<file path="src/rtl/key_pkg.sv">
// key_pkg: register map, control/status bit positions, event layout and scanner states
package key_pkg;
  localparam logic [7:0] KEY_ADDR_STATUS = 8'h00;
  localparam logic [7:0] KEY_ADDR_DATA   = 8'h01;
  localparam logic [7:0] KEY_ADDR_CTRL   = 8'h02;
  localparam logic [7:0] KEY_ADDR_CMD    = 8'h03;
  localparam int CTRL_SCAN_EN = 0;
  localparam int CTRL_INT_EN  = 1;
  localparam int CTRL_REL_EN  = 2;
  localparam int STAT_OVF = 7;
  localparam int STAT_NE  = 6;
  localparam int EVT_PRESS = 7;
  localparam int EVT_KEY_W = 7;
  typedef enum logic [1:0] {S_IDLE, S_SCAN, S_WALK} scan_state_t;
  function automatic logic [7:0] evt_byte(input logic pressed, input logic [EVT_KEY_W-1:0] key);
    logic [7:0] e;
    e = {1'b0, key};
    e[EVT_PRESS] = pressed;
    return e;
  endfunction
endpackage

</file>
<file path="src/rtl/key_evt_fifo.sv">
// key_evt_fifo: event queue with flush, sticky overflow and same-cycle push/pop
module key_evt_fifo #(
  parameter int DEPTH = 8
) (
  input  logic                     clk,
  input  logic                     rst_n,
  input  logic                     push,
  input  logic                     pop,
  input  logic                     flush,
  input  logic [7:0]               din,
  output logic [7:0]               dout,
  output logic                     full,
  output logic                     empty,
  output logic                     overflow,
  output logic [$clog2(DEPTH):0]   count
);
  localparam int AW = $clog2(DEPTH);
  logic [7:0] mem [DEPTH];
  logic [AW-1:0] wptr, rptr;
  logic do_push, do_pop;
  assign empty = count == '0;
  assign full = count == (AW+1)'(DEPTH);
  // a pop frees a slot for a simultaneous push, and a push feeds a simultaneous pop
  assign do_pop = pop & (~empty | push);
  assign do_push = push & (~full | pop);
  assign dout = empty ? 8'h00 : mem[rptr];
  always_ff @(posedge clk or negedge rst_n)
    if (!rst_n) begin
      wptr <= '0;
      rptr <= '0;
      count <= '0;
      overflow <= 1'b0;
    end else if (flush) begin
      wptr <= '0;
      rptr <= '0;
      count <= '0;
      overflow <= 1'b0;
    end else begin
      wptr <= wptr + AW'(do_push);
      rptr <= rptr + AW'(do_pop);
      count <= count + (AW+1)'(do_push) - (AW+1)'(do_pop);
      overflow <= overflow | (push & ~do_push);
    end
  always_ff @(posedge clk)
    if (do_push && !flush) mem[wptr] <= din;
endmodule

</file>
<file path="src/rtl/key_matrix_fifo.sv">
// key_matrix_fifo: debounced ROWS x COLS key scanner queuing press/release events
// for an MCU on an asynchronous 8-bit cs/rd/wr register bus.
module key_matrix_fifo #(
  parameter int ROWS = 4,
  parameter int COLS = 4,
  parameter int SCAN_DIV = 1000,
  parameter int DEB_FRAMES = 4,
  parameter int FIFO_DEPTH = 8
) (
  input  logic            clk_i,
  input  logic            rst_i,
  input  logic            mcu_cs_i,
  input  logic            mcu_wr_i,
  input  logic            mcu_rd_i,
  input  logic [7:0]      mcu_addr_i8,
  input  logic [7:0]      mcu_wrdat_i8,
  output logic [7:0]      mcu_rddat_o8,
  output logic            mcu_int_o,
  input  logic [COLS-1:0] key_col_i,
  output logic [ROWS-1:0] key_row_o
);
  import key_pkg::*;
  localparam int N = ROWS * COLS;
  localparam int DW = $clog2(SCAN_DIV);
  localparam int RW = $clog2(ROWS);
  localparam int CW = $clog2(DEB_FRAMES + 1);
  localparam int IW = $clog2(N);
  localparam int FW = $clog2(FIFO_DEPTH) + 1;
  logic [1:0] cs_sy;
  logic [2:0] rd_sy, wr_sy;
  logic cs_s, rd_s, wr_s, rd_rise, wr_rise, wr_commit, rd_pend, wr_pend;
  logic [7:0] addr_q, data_q, status;
  logic [2:0] ctrl;
  logic int_q, unused_wdat;
  logic push, pop, flush, empty, full, ovf;
  logic [7:0] fifo_dout;
  logic [FW-1:0] count;
  scan_state_t state, state_n;
  logic [RW-1:0] row;
  logic [DW-1:0] div;
  logic [IW-1:0] idx;
  logic [CW-1:0] cnt, cnt_n;
  logic [N-1:0] cur, prev, deb, full_frame;
  logic slot_end, frame_end, walk_go, walk_last;
  assign cs_s = cs_sy[1];
  assign rd_s = rd_sy[1];
  assign wr_s = wr_sy[1];
  assign rd_rise = rd_sy[1] & ~rd_sy[2];
  assign wr_rise = wr_sy[1] & ~wr_sy[2];
  // pending flags tie each strobe edge to a cycle that actually had cs asserted
  assign wr_commit = wr_rise & wr_pend;
  assign pop = rd_rise & rd_pend;
  assign flush = wr_commit & (addr_q == KEY_ADDR_CMD) & data_q[0];
  assign unused_wdat = ^data_q[7:3];
  always_comb begin
    status = {3'b000, 5'(count)};
    status[STAT_OVF] = ovf;
    status[STAT_NE] = ~empty;
  end
  assign mcu_rddat_o8 = (cs_s | rd_s) ? 8'h00 :
                        mcu_addr_i8 == KEY_ADDR_STATUS ? status :
                        mcu_addr_i8 == KEY_ADDR_DATA ? fifo_dout :
                        mcu_addr_i8 == KEY_ADDR_CTRL ? {5'b00000, ctrl} : 8'h00;
  assign mcu_int_o = int_q;
  always_ff @(posedge clk_i or negedge rst_i)
    if (!rst_i) begin
      cs_sy <= '1;
      rd_sy <= '1;
      wr_sy <= '1;
      addr_q <= '0;
      data_q <= '0;
      wr_pend <= 1'b0;
      rd_pend <= 1'b0;
      ctrl <= '0;
      int_q <= 1'b0;
    end else begin
      cs_sy <= {cs_sy[0], mcu_cs_i};
      rd_sy <= {rd_sy[1:0], mcu_rd_i};
      wr_sy <= {wr_sy[1:0], mcu_wr_i};
      if (!cs_s && !wr_s) begin
        addr_q <= mcu_addr_i8;
        data_q <= mcu_wrdat_i8;
        wr_pend <= 1'b1;
      end else if (wr_rise) wr_pend <= 1'b0;
      if (!cs_s && !rd_s) rd_pend <= mcu_addr_i8 == KEY_ADDR_DATA;
      else if (rd_rise) rd_pend <= 1'b0;
      if (wr_commit && addr_q == KEY_ADDR_CTRL) ctrl <= data_q[2:0];
      int_q <= ctrl[CTRL_INT_EN] & (~empty | ovf);
    end
  always_comb begin
    full_frame = cur;
    for (int r = 0; r < ROWS; r++)
      if (row == RW'(r)) full_frame[r*COLS +: COLS] = ~key_col_i;
  end
  assign slot_end = state != S_IDLE && div == DW'(SCAN_DIV - 1);
  assign frame_end = slot_end && row == RW'(ROWS - 1);
  assign cnt_n = full_frame != prev ? CW'(1) : cnt == CW'(DEB_FRAMES) ? cnt : cnt + CW'(1);
  assign walk_go = frame_end && cnt_n == CW'(DEB_FRAMES) && full_frame != deb;
  assign walk_last = idx == IW'(N - 1);
  assign push = state == S_WALK && (prev[idx] ^ deb[idx]) && (prev[idx] | ctrl[CTRL_REL_EN]);
  always_ff @(posedge clk_i or negedge rst_i)
    if (!rst_i) state <= S_IDLE;
    else state <= state_n;
  always_comb begin
    state_n = state;
    key_row_o = state == S_IDLE ? '1 : ~(ROWS'(1) << row);
    if (!ctrl[CTRL_SCAN_EN]) state_n = S_IDLE;
    else if (state == S_IDLE) state_n = S_SCAN;
    else if (state == S_SCAN && walk_go) state_n = S_WALK;
    else if (state == S_WALK && walk_last) state_n = S_SCAN;
  end
  // the walk finishes long before the next frame end can overwrite prev
  always_ff @(posedge clk_i or negedge rst_i)
    if (!rst_i) begin
      row <= '0;
      div <= '0;
      idx <= '0;
      cnt <= '0;
      cur <= '0;
      prev <= '0;
      deb <= '0;
    end else if (!ctrl[CTRL_SCAN_EN]) begin
      row <= '0;
      div <= '0;
      idx <= '0;
      cnt <= '0;
      deb <= '0;
    end else if (state != S_IDLE) begin
      div <= slot_end ? '0 : div + DW'(1);
      if (slot_end) begin
        cur <= full_frame;
        row <= frame_end ? '0 : row + RW'(1);
      end
      if (frame_end) begin
        prev <= full_frame;
        cnt <= cnt_n;
      end
      if (state == S_WALK) begin
        deb[idx] <= prev[idx];
        idx <= walk_last ? '0 : idx + IW'(1);
      end
    end
  key_evt_fifo #(.DEPTH(FIFO_DEPTH)) u_fifo (
    .clk(clk_i),
    .rst_n(rst_i),
    .push(push),
    .pop(pop),
    .flush(flush),
    .din(evt_byte(prev[idx], EVT_KEY_W'(idx))),
    .dout(fifo_dout),
    .full(full),
    .empty(empty),
    .overflow(ovf),
    .count(count)
  );
endmodule

</file>
<file path="config.mk">
export PLATFORM = sky130hd
export DESIGN_NAME = key_matrix_fifo
export DESIGN_NICKNAME = d
export VERILOG_FILES = /design/src/rtl/key_pkg.sv /design/src/rtl/key_evt_fifo.sv /design/src/rtl/key_matrix_fifo.sv
export SDC_FILE = /design/constraint.sdc
export NUM_CORES = 1
export LEC_CHECK = 0
export ABC_CLOCK_PERIOD_IN_PS = 3600
export CORE_MARGIN = 3
export CORE_UTILIZATION = 55
export DETAILED_ROUTE_END_ITERATION = 6
export PLACE_DENSITY = 0.72
export SYNTH_ARGS = -nofsm -noshare
export SYNTH_HDL_FRONTEND = slang
export SYNTH_SLANG_ARGS = --single-unit
</file>
<file path="constraint.sdc">
create_clock -name clk_i -period 3.6 [get_ports clk_i]
set_input_delay 0.72 -clock clk_i [delete_from_list [all_inputs] [get_ports clk_i]]
set_output_delay 0.72 -clock clk_i [all_outputs]
set_load 0.02 [all_outputs]
</file>
Yosys cells after proc, flatten, opt, wreduce, memory -nomap -nowiden
Memories as Yosys holds them, arrays and structs flattened.
Cells that the tools add are included.
{"block": "op_classes", "n_eq_ne": 21, "mux": 50, "n_reduce_logical": 29, "n_addsub": 8, "n_bitwise": 24, "shifts": 1, "magnitude_cmp": 2}
{"operator": "two-way mux 16 bit", "n": 3}
{"operator": "two-way mux 4 bit", "n": 10}
{"operator": "two-way mux 8 bit", "n": 4}
{"operator": "!= test 16 bit", "n": 2}
{"operator": "two-way mux 10 bit", "n": 3}
{"operator": "equality test 8 x 2 -> 1 bit (second input constant)", "n": 3}
{"operator": "two-way mux 3 bit", "n": 8}
{"operator": "bitwise mux 16 bit", "n": 1}
{"operator": "two-way mux 2 bit", "n": 8}
{"operator": "logical AND 1 bit", "n": 13}
{"operator": "adder 10 x 1 -> 10 bit (second input constant)", "n": 1}
{"operator": "AND 1 bit", "n": 10}
{"operator": "equality test 10 bit (second input constant)", "n": 1}
{"operator": "two-way mux 1 bit", "n": 10}
{"operator": "binary-select mux 1 bit (select 4 bit)", "n": 2}
{"operator": "equality test 4 bit (second input constant)", "n": 2}
{"operator": "equality test 8 x 1 -> 1 bit (second input constant)", "n": 1}
{"operator": "zero test 8 bit", "n": 1}
{"operator": "!= test 2 x 1 -> 1 bit (second input constant)", "n": 4}
{"operator": "NOT 4 bit", "n": 2}
{"operator": "adder 3 x 1 -> 3 bit", "n": 2}
{"operator": "equality test 2 bit (second input constant)", "n": 3}
{"operator": "equality test 3 bit (second input constant)", "n": 2}
{"operator": "bitwise OR 1 bit", "n": 6}
{"operator": "19 further kinds", "n": 33}
{"block": "word_totals", "n_memories": 1, "ram_bits": 40, "reg_bits": 105, "in_bits": 25, "word_cells": 157}
{"name": "u_fifo.mem", "words": 8, "width": 5, "read_ports": 1, "rd_clocked_by_memory_dff": 0, "wr": 1, "line_no": "key_evt_fifo.sv:18", "source": "logic [7:0] mem [DEPTH];"}

Depth between registers and ports, before layout
{"block": "logic_depth", "depth_word": 11, "ltp_mapped": 14, "ltp_nobuf": 12}

Modules after synthesis
Synthesis repeated with hierarchy kept, for this count alone.
{"block": "hier_totals", "cells_unflattened": 748, "area_unflattened_um2": 8496.9}
{"module": "key_matrix_fifo", "cells_per_inst": 549, "seq_area_each_um2": 2362.3, "area_per_inst_um2": 5256.3, "n_inst": 1}
{"module": "key_evt_fifo", "cells_per_inst": 199, "seq_area_each_um2": 2197.1, "area_per_inst_um2": 3240.6, "n_inst": 1}

Worst setup path after synthesis
OpenSTA, ideal clock, no wires.
{"block": "synth_timing", "path_kind": "register -> register", "from": "reg idx[0]", "to": "mem u_fifo.mem[1][0] (netlist bit), enable pin", "path_stages_with_launch": 9, "arrival_ps": 2630, "setup_slack_ps": 596, "path_cell_list": "dfrtp_1 buf_6 mux4_2 nand3_1 and4_4 a211o_2 nand2_2 or4b_4 nor3_1"}
{"block": "synth_between", "elab_chain_cells": 9, "elab_cells_between_ends": 12, "cone_classes": "6 x mux; 3 x bitwise; 3 x reduce/logical"}
{"element": "start, declared", "line_no": "key_matrix_fifo.sv:41", "source": "logic [IW-1:0] idx;"}
{"element": "start signal, assigned", "line_no": "key_matrix_fifo.sv:140", "source": "idx <= walk_last ? '0 : idx + IW'(1);"}
{"element": "binary-select mux 1 bit (select 4 bit)", "line_no": "key_matrix_fifo.sv:100", "source": "assign push = state == S_WALK && (prev[idx] ^ deb[idx]) && (prev[idx] | ctrl[CTRL_REL_EN]);"}
{"element": "two-way mux 1 bit (not written as such)", "line_no": "key_matrix_fifo.sv:100"}
{"element": "XOR 1 bit", "line_no": "key_matrix_fifo.sv:100"}
{"element": "logical AND 1 bit", "line_no": "key_matrix_fifo.sv:100"}
{"element": "logical AND 1 bit (*)", "line_no": "key_matrix_fifo.sv:100"}
{"element": "AND 1 bit (*)", "line_no": "key_evt_fifo.sv:25", "source": "assign do_push = push & (~full | pop);"}
{"element": "logical AND 1 bit (*)", "line_no": "key_evt_fifo.sv:45", "source": "if (do_push && !flush) mem[wptr] <= din;"}
{"element": "two-way mux 1 bit (*)", "line_no": "key_evt_fifo.sv:45"}
{"element": "two-way mux 1 bit (not written as such) (*)", "line_no": "key_evt_fifo.sv:45"}
{"element": "end, declared", "line_no": "key_evt_fifo.sv:18"}
Mark *: on every way between the ends. The rest lies on a longest branch, timed or not. The select of a mux whose other input is x is not followed.

Worst setup path in the final report
{"block": "layout_timing", "from": "in mcu_addr_i8[5]", "to": "out mcu_rddat_o8[2]"}
{"block": "layout_between", "elab_chain_cells": 5, "elab_cells_between_ends": 7, "cone_classes": "2 x eq/ne; 4 x mux; 1 x reduce/logical"}
{"element": "start, declared", "line_no": "key_matrix_fifo.sv:15", "source": "input logic [7:0] mcu_addr_i8,"}
{"element": "equality test 8 x 2 -> 1 bit", "line_no": "key_matrix_fifo.sv:63", "source": "mcu_addr_i8 == KEY_ADDR_CTRL ? {5'b00000, ctrl} : 8'h00;"}
{"element": "two-way mux 3 bit", "line_no": "key_matrix_fifo.sv:63"}
{"element": "two-way mux 8 bit", "line_no": "key_matrix_fifo.sv:62", "source": "mcu_addr_i8 == KEY_ADDR_DATA ? fifo_dout :"}
{"element": "two-way mux 8 bit (*)", "line_no": "key_matrix_fifo.sv:61", "source": "mcu_addr_i8 == KEY_ADDR_STATUS ? status :"}
{"element": "two-way mux 8 bit (*)", "line_no": "key_matrix_fifo.sv:60", "source": "assign mcu_rddat_o8 = (cs_s | rd_s) ? 8'h00 :"}
{"element": "end, declared", "line_no": "key_matrix_fifo.sv:17", "source": "output logic [7:0] mcu_rddat_o8,"}
Mark *: on every way between the ends. The rest lies on a longest branch, timed or not.

==> flow_results.xml <==
<?xml version="1.0" encoding="UTF-8"?>
<metrics>
  <group name="timing">
    <metric name="final.setup_skew" unit="ns">0.01180</metric>
    <metric name="timing.max_slew.rel_slack" unit="%">31.56</metric>
    <metric name="finalMaxSlewViolations" unit="">0</metric>
    <metric name="grt_setup_unrepaired" unit="">false</metric>
    <metric name="layout_worst_path_cycle_share" unit="%">93.89</metric>
    <metric name="max_freq" unit="MHz">295.9</metric>
    <metric name="report.final.hold_viol_count" unit="">0</metric>
    <metric name="layout_setup_ws" unit="ns">0.2199</metric>
    <metric name="final-setup-viol-count" unit="">0</metric>
    <metric name="timing_worst_slew_pin_value" unit="ns">1.027</metric>
    <metric name="finalWorstPathRequiredPeriod" unit="ns">3.380</metric>
  </group>
  <group name="floorplan">
    <metric name="fp.dieW" unit="um">120.2</metric>
    <metric name="fp-row-count" unit="">41</metric>
    <metric name="io-pin-count" unit="">38</metric>
    <metric name="initial_core_util" unit="%">56.61</metric>
    <metric name="die-height" unit="um">120.2</metric>
    <metric name="core_area" unit="sq um">12670</metric>
    <metric name="dieArea" unit="sq um">14450</metric>
  </group>
  <group name="detailed_routing">
    <metric name="routedWlPerCell" unit="um">17.34</metric>
    <metric name="dr_total_vias" unit="">4738</metric>
    <metric name="drt_pass1_iterations" unit="">5</metric>
    <metric name="drt_first_iter_violations" unit="">340</metric>
    <metric name="routed_wire_length" unit="mm">14.65</metric>
    <metric name="drcViolationCount" unit="">0</metric>
    <metric name="final_antenna_net_count" unit="">0</metric>
    <metric name="detail_route.vias_per_cell" unit="">5.607</metric>
  </group>
  <group name="critical_path">
    <metric name="cp-startpoint" unit="">mcu_addr_i8[5]</metric>
    <metric name="crit_path_max_fanout" unit="">3</metric>
    <metric name="worst_setup_path_start_kind" unit="">input port</metric>
    <metric name="worst-endpoint-arrival" unit="ns">2.66</metric>
    <metric name="r2r-start" unit="">idx[0]</metric>
    <metric name="worst-setup-path-type" unit="">input port to primary output</metric>
    <metric name="critical_path.endpoint_type" unit="">primary output</metric>
    <metric name="cp.required" unit="ns">2.88</metric>
  </group>
  <group name="synthesis">
    <metric name="synth_compound_area_share" unit="%">7.553</metric>
    <metric name="post_synth_mux_area_share" unit="%">11.56</metric>
    <metric name="syn-mean-instance-area" unit="sq um">11.42</metric>
    <metric name="synth_cell_types" unit="">54</metric>
    <metric name="dominant_combinational_cell_family_by_area_after_synthesis" unit="">simple AND/OR/NAND/NOR gates</metric>
    <metric name="syn_area" unit="sq um">7173</metric>
    <metric name="synth_flop_cell" unit="">dfrtp_1</metric>
    <metric name="synth.ff_latch_count" unit="">145</metric>
    <metric name="synthSimpleGateAreaFrac" unit="%">15.49</metric>
    <metric name="synthXorXnorAreaFrac" unit="%">5.495</metric>
    <metric name="synth.yosys.warnings" unit="">0</metric>
    <metric name="synth_edf_count" unit="">40</metric>
    <metric name="async_reset_ff_share" unit="%">72.41</metric>
    <metric name="netlist_instances" unit="">628</metric>
    <metric name="synth.yosys.seq_area_share" unit="%">53.51</metric>
    <metric name="synth-adder-area-share" unit="%">3.593</metric>
  </group>
  <group name="clock_tree">
    <metric name="clk-insertion-delay-late" unit="ns">0.43</metric>
    <metric name="cts.reportedPaths.clkPinSlew" unit="ns">0.06</metric>
    <metric name="cts_tree" unit="">yes</metric>
    <metric name="numClockSinks" unit="">145</metric>
    <metric name="clockBufferDepth" unit="">2</metric>
    <metric name="htree_levels" unit="">4</metric>
    <metric name="postCtsHoldBufs" unit="">0</metric>
    <metric name="cts_root_buffer" unit="">clkbuf_16</metric>
    <metric name="numCtsBuffers" unit="">17</metric>
  </group>
  <group name="placed_design">
    <metric name="dpl_worst_slack" unit="ns">-0.04817</metric>
    <metric name="buffer_ports.inserted" unit="">30</metric>
    <metric name="dpl-instance-area" unit="sq um">7659</metric>
    <metric name="dp.cells" unit="">813</metric>
    <metric name="gp_routability_congestion" unit="">0.8490</metric>
    <metric name="dp_hpwl" unit="mm">10.30</metric>
  </group>
  <group name="pwr">
    <metric name="irDropWorstVdd" unit="V">0.0003490</metric>
    <metric name="total_leakage_power" unit="uW">0.003075</metric>
    <metric name="power.density" unit="nW/um^2">423.7</metric>
    <metric name="totalPowerFinal" unit="uW">3478</metric>
  </group>
  <group name="grt">
    <metric name="grt_max_degree" unit="">82</metric>
    <metric name="grt-ovfl-total" unit="">0</metric>
    <metric name="grt_pass1_vias" unit="">4836</metric>
    <metric name="globalRouteTotalUtil" unit="%">21.98</metric>
    <metric name="antenna_found_initial" unit="">0</metric>
    <metric name="grt_pass1_wl" unit="mm">24.56</metric>
  </group>
  <group name="layout">
    <metric name="area_growth_syn_to_layout" unit="%">14.43</metric>
    <metric name="final_core_utilization" unit="%">64.78</metric>
    <metric name="mostFrequentLayoutCells" unit="">dfrtp_1 (95), nand2_1 (70), o21ai_0 (46), edfxtp_1 (40), nor2_1 (34)</metric>
    <metric name="finish.cell_count_without_fillers" unit="">845</metric>
    <metric name="final_common_cell" unit="">dfrtp_1</metric>
    <metric name="nets" unit="">705</metric>
    <metric name="stdcell_area" unit="sq um">8208</metric>
    <metric name="share_of_cells_above_drive_strength_1" unit="%">14.56</metric>
    <metric name="diodes" unit="">0</metric>
  </group>
  <group name="worst_hold_path">
    <metric name="holdCritPathClass" unit="">register to register</metric>
    <metric name="hold_path.startpoint" unit="">rd_sy[0]</metric>
  </group>
  <group name="job">
    <metric name="cap_violations" unit="">0</metric>
  </group>
  <group name="outcome">
    <metric name="status" unit="">finished clean</metric>
  </group>
</metrics>
## report_power, final
group	leakage [uW]	switching (uW)	internal, uW	total (uW)
combinational	0.00125	56.3	46.8	103
clock	0.000259	643	1000	1650
sequential	0.00156	14.9	1710	1730
## synthesized netlist by cell type, types with 4 or more instances
master     n  share of area, %
ha_1      19               3.3
a21boi_0  17               1.8
nor3_1     7              0.49
inv_1     14              0.73
dfrtp_1   97                34
mux2_2    19               3.0
xnor2_1   31               3.8
buf_1      5              0.26
and2_1    12               1.0
nor2_1    34               1.8
a21oi_1   21               1.5
xor2_1    14               1.7
o21ai_0   46               3.2
nand3_1   15               1.0
clkbuf_1  21               1.1
nor2b_1   16               1.4
or3_1     13               1.1
nand2_1   70               3.7
nand4_1    7              0.61
dfstp_2    8               2.9
mux4_2    15               4.7
nor4_1    11              0.96
edfxtp_1  40                17
mux2i_1   24               3.3
nand2b_1   4              0.35
and3_1     4              0.35
## path summary, 6_finish.rpt
check	depth (start not counted)	endpoint	slack, ns
worst max-delay path	9	mcu_rddat_o8[2]	0.22
worst min-delay path	0	rd_sy[1]	0.35
worst max register to register	11	u_fifo.count[2]	0.29
worst min register to register	0	rd_sy[1]	0.35
max in group asynchronous	2	prev[12]	2.31
min in group asynchronous	1	deb[15]	0.47
## timing repair
action                     CTS  global route
buffers inserted             0             0
pin swaps                    0             0
setup endpoints to repair    6             2
gates resized for setup      7             2
## cell type report
cell class                 instances  area [sq um]
clock buffer                      19         432.9
clock inverter                    13         120.1
tap                              172         215.2
inverter                          14         52.55
sequential                       145          3841
timing repair buffer              45         404.1
fill                            1001          4463
multi-input combinational        437          3142
## flip-flops by register name, indices dropped and copies added, names as in the netlist
signal / count
row: 2
div: 10
addr_q: 8
cs_sy: 2
u_fifo.wptr: 3
idx: 4
rd_pend: 1
mcu_int_o: 1
data_q: 3
cnt: 3
rd_sy: 3
deb: 16
u_fifo.count: 4
u_fifo.rptr: 3
cur: 16
wr_pend: 1
wr_sy: 3
u_fifo.overflow: 1
u_fifo.mem: 40
state: 2
prev: 16
ctrl: 3
## layer usage
| layer | global-route usage, % | vias up | routed length, um |
|---|---|---|---|
| met2 | 36.39 | 82 | 7577 |
| li1 | - | 2287 | - |
| met5 | 0 | - | 0 |
| met1 | 28.62 | 2354 | 6400 |
| met4 | 6.729 | 0 | 182 |
| met3 | 5.847 | 15 | 489 |
## cell families (layout without fill, tap and decap cells)
kind of cell / after synthesis / count (layout)
AO/OA/AOI/OAI: 95 / 95
XOR/XNOR: 45 / 45
adder cells (fa/ha/maj): 20 / 20
buffers and inverters: 47 / 91
flip-flops: 145 / 145
multiplexers: 60 / 60
other: 1 / 2
AND/OR/NAND/NOR: 215 / 215
## critical path, stage by stage
cell and delay [ns]:
clkdlybuf4s50_1 0.42, nor4_1 0.27, nand2_1 0.13, nor3b_1 0.19, buf_4 0.15, nand2_1 0.09, o22ai_1 0.22, and2_1 0.17
clkdlybuf4s15_1 0.30
## through the flow
stage | hold slack (ns) | TNS (ns)
2_1_floorplan | 0.3452 | 0
3_3_place_gp | 0.3467 | -0.1423
3_5_place_dp | 0.3468 | -0.1366
4_1_cts | 0.3559 | 0
5_1_grt | 0.3569 | 0
6_report | 0.3538 | 0
(Power assumes the default switching activity.)
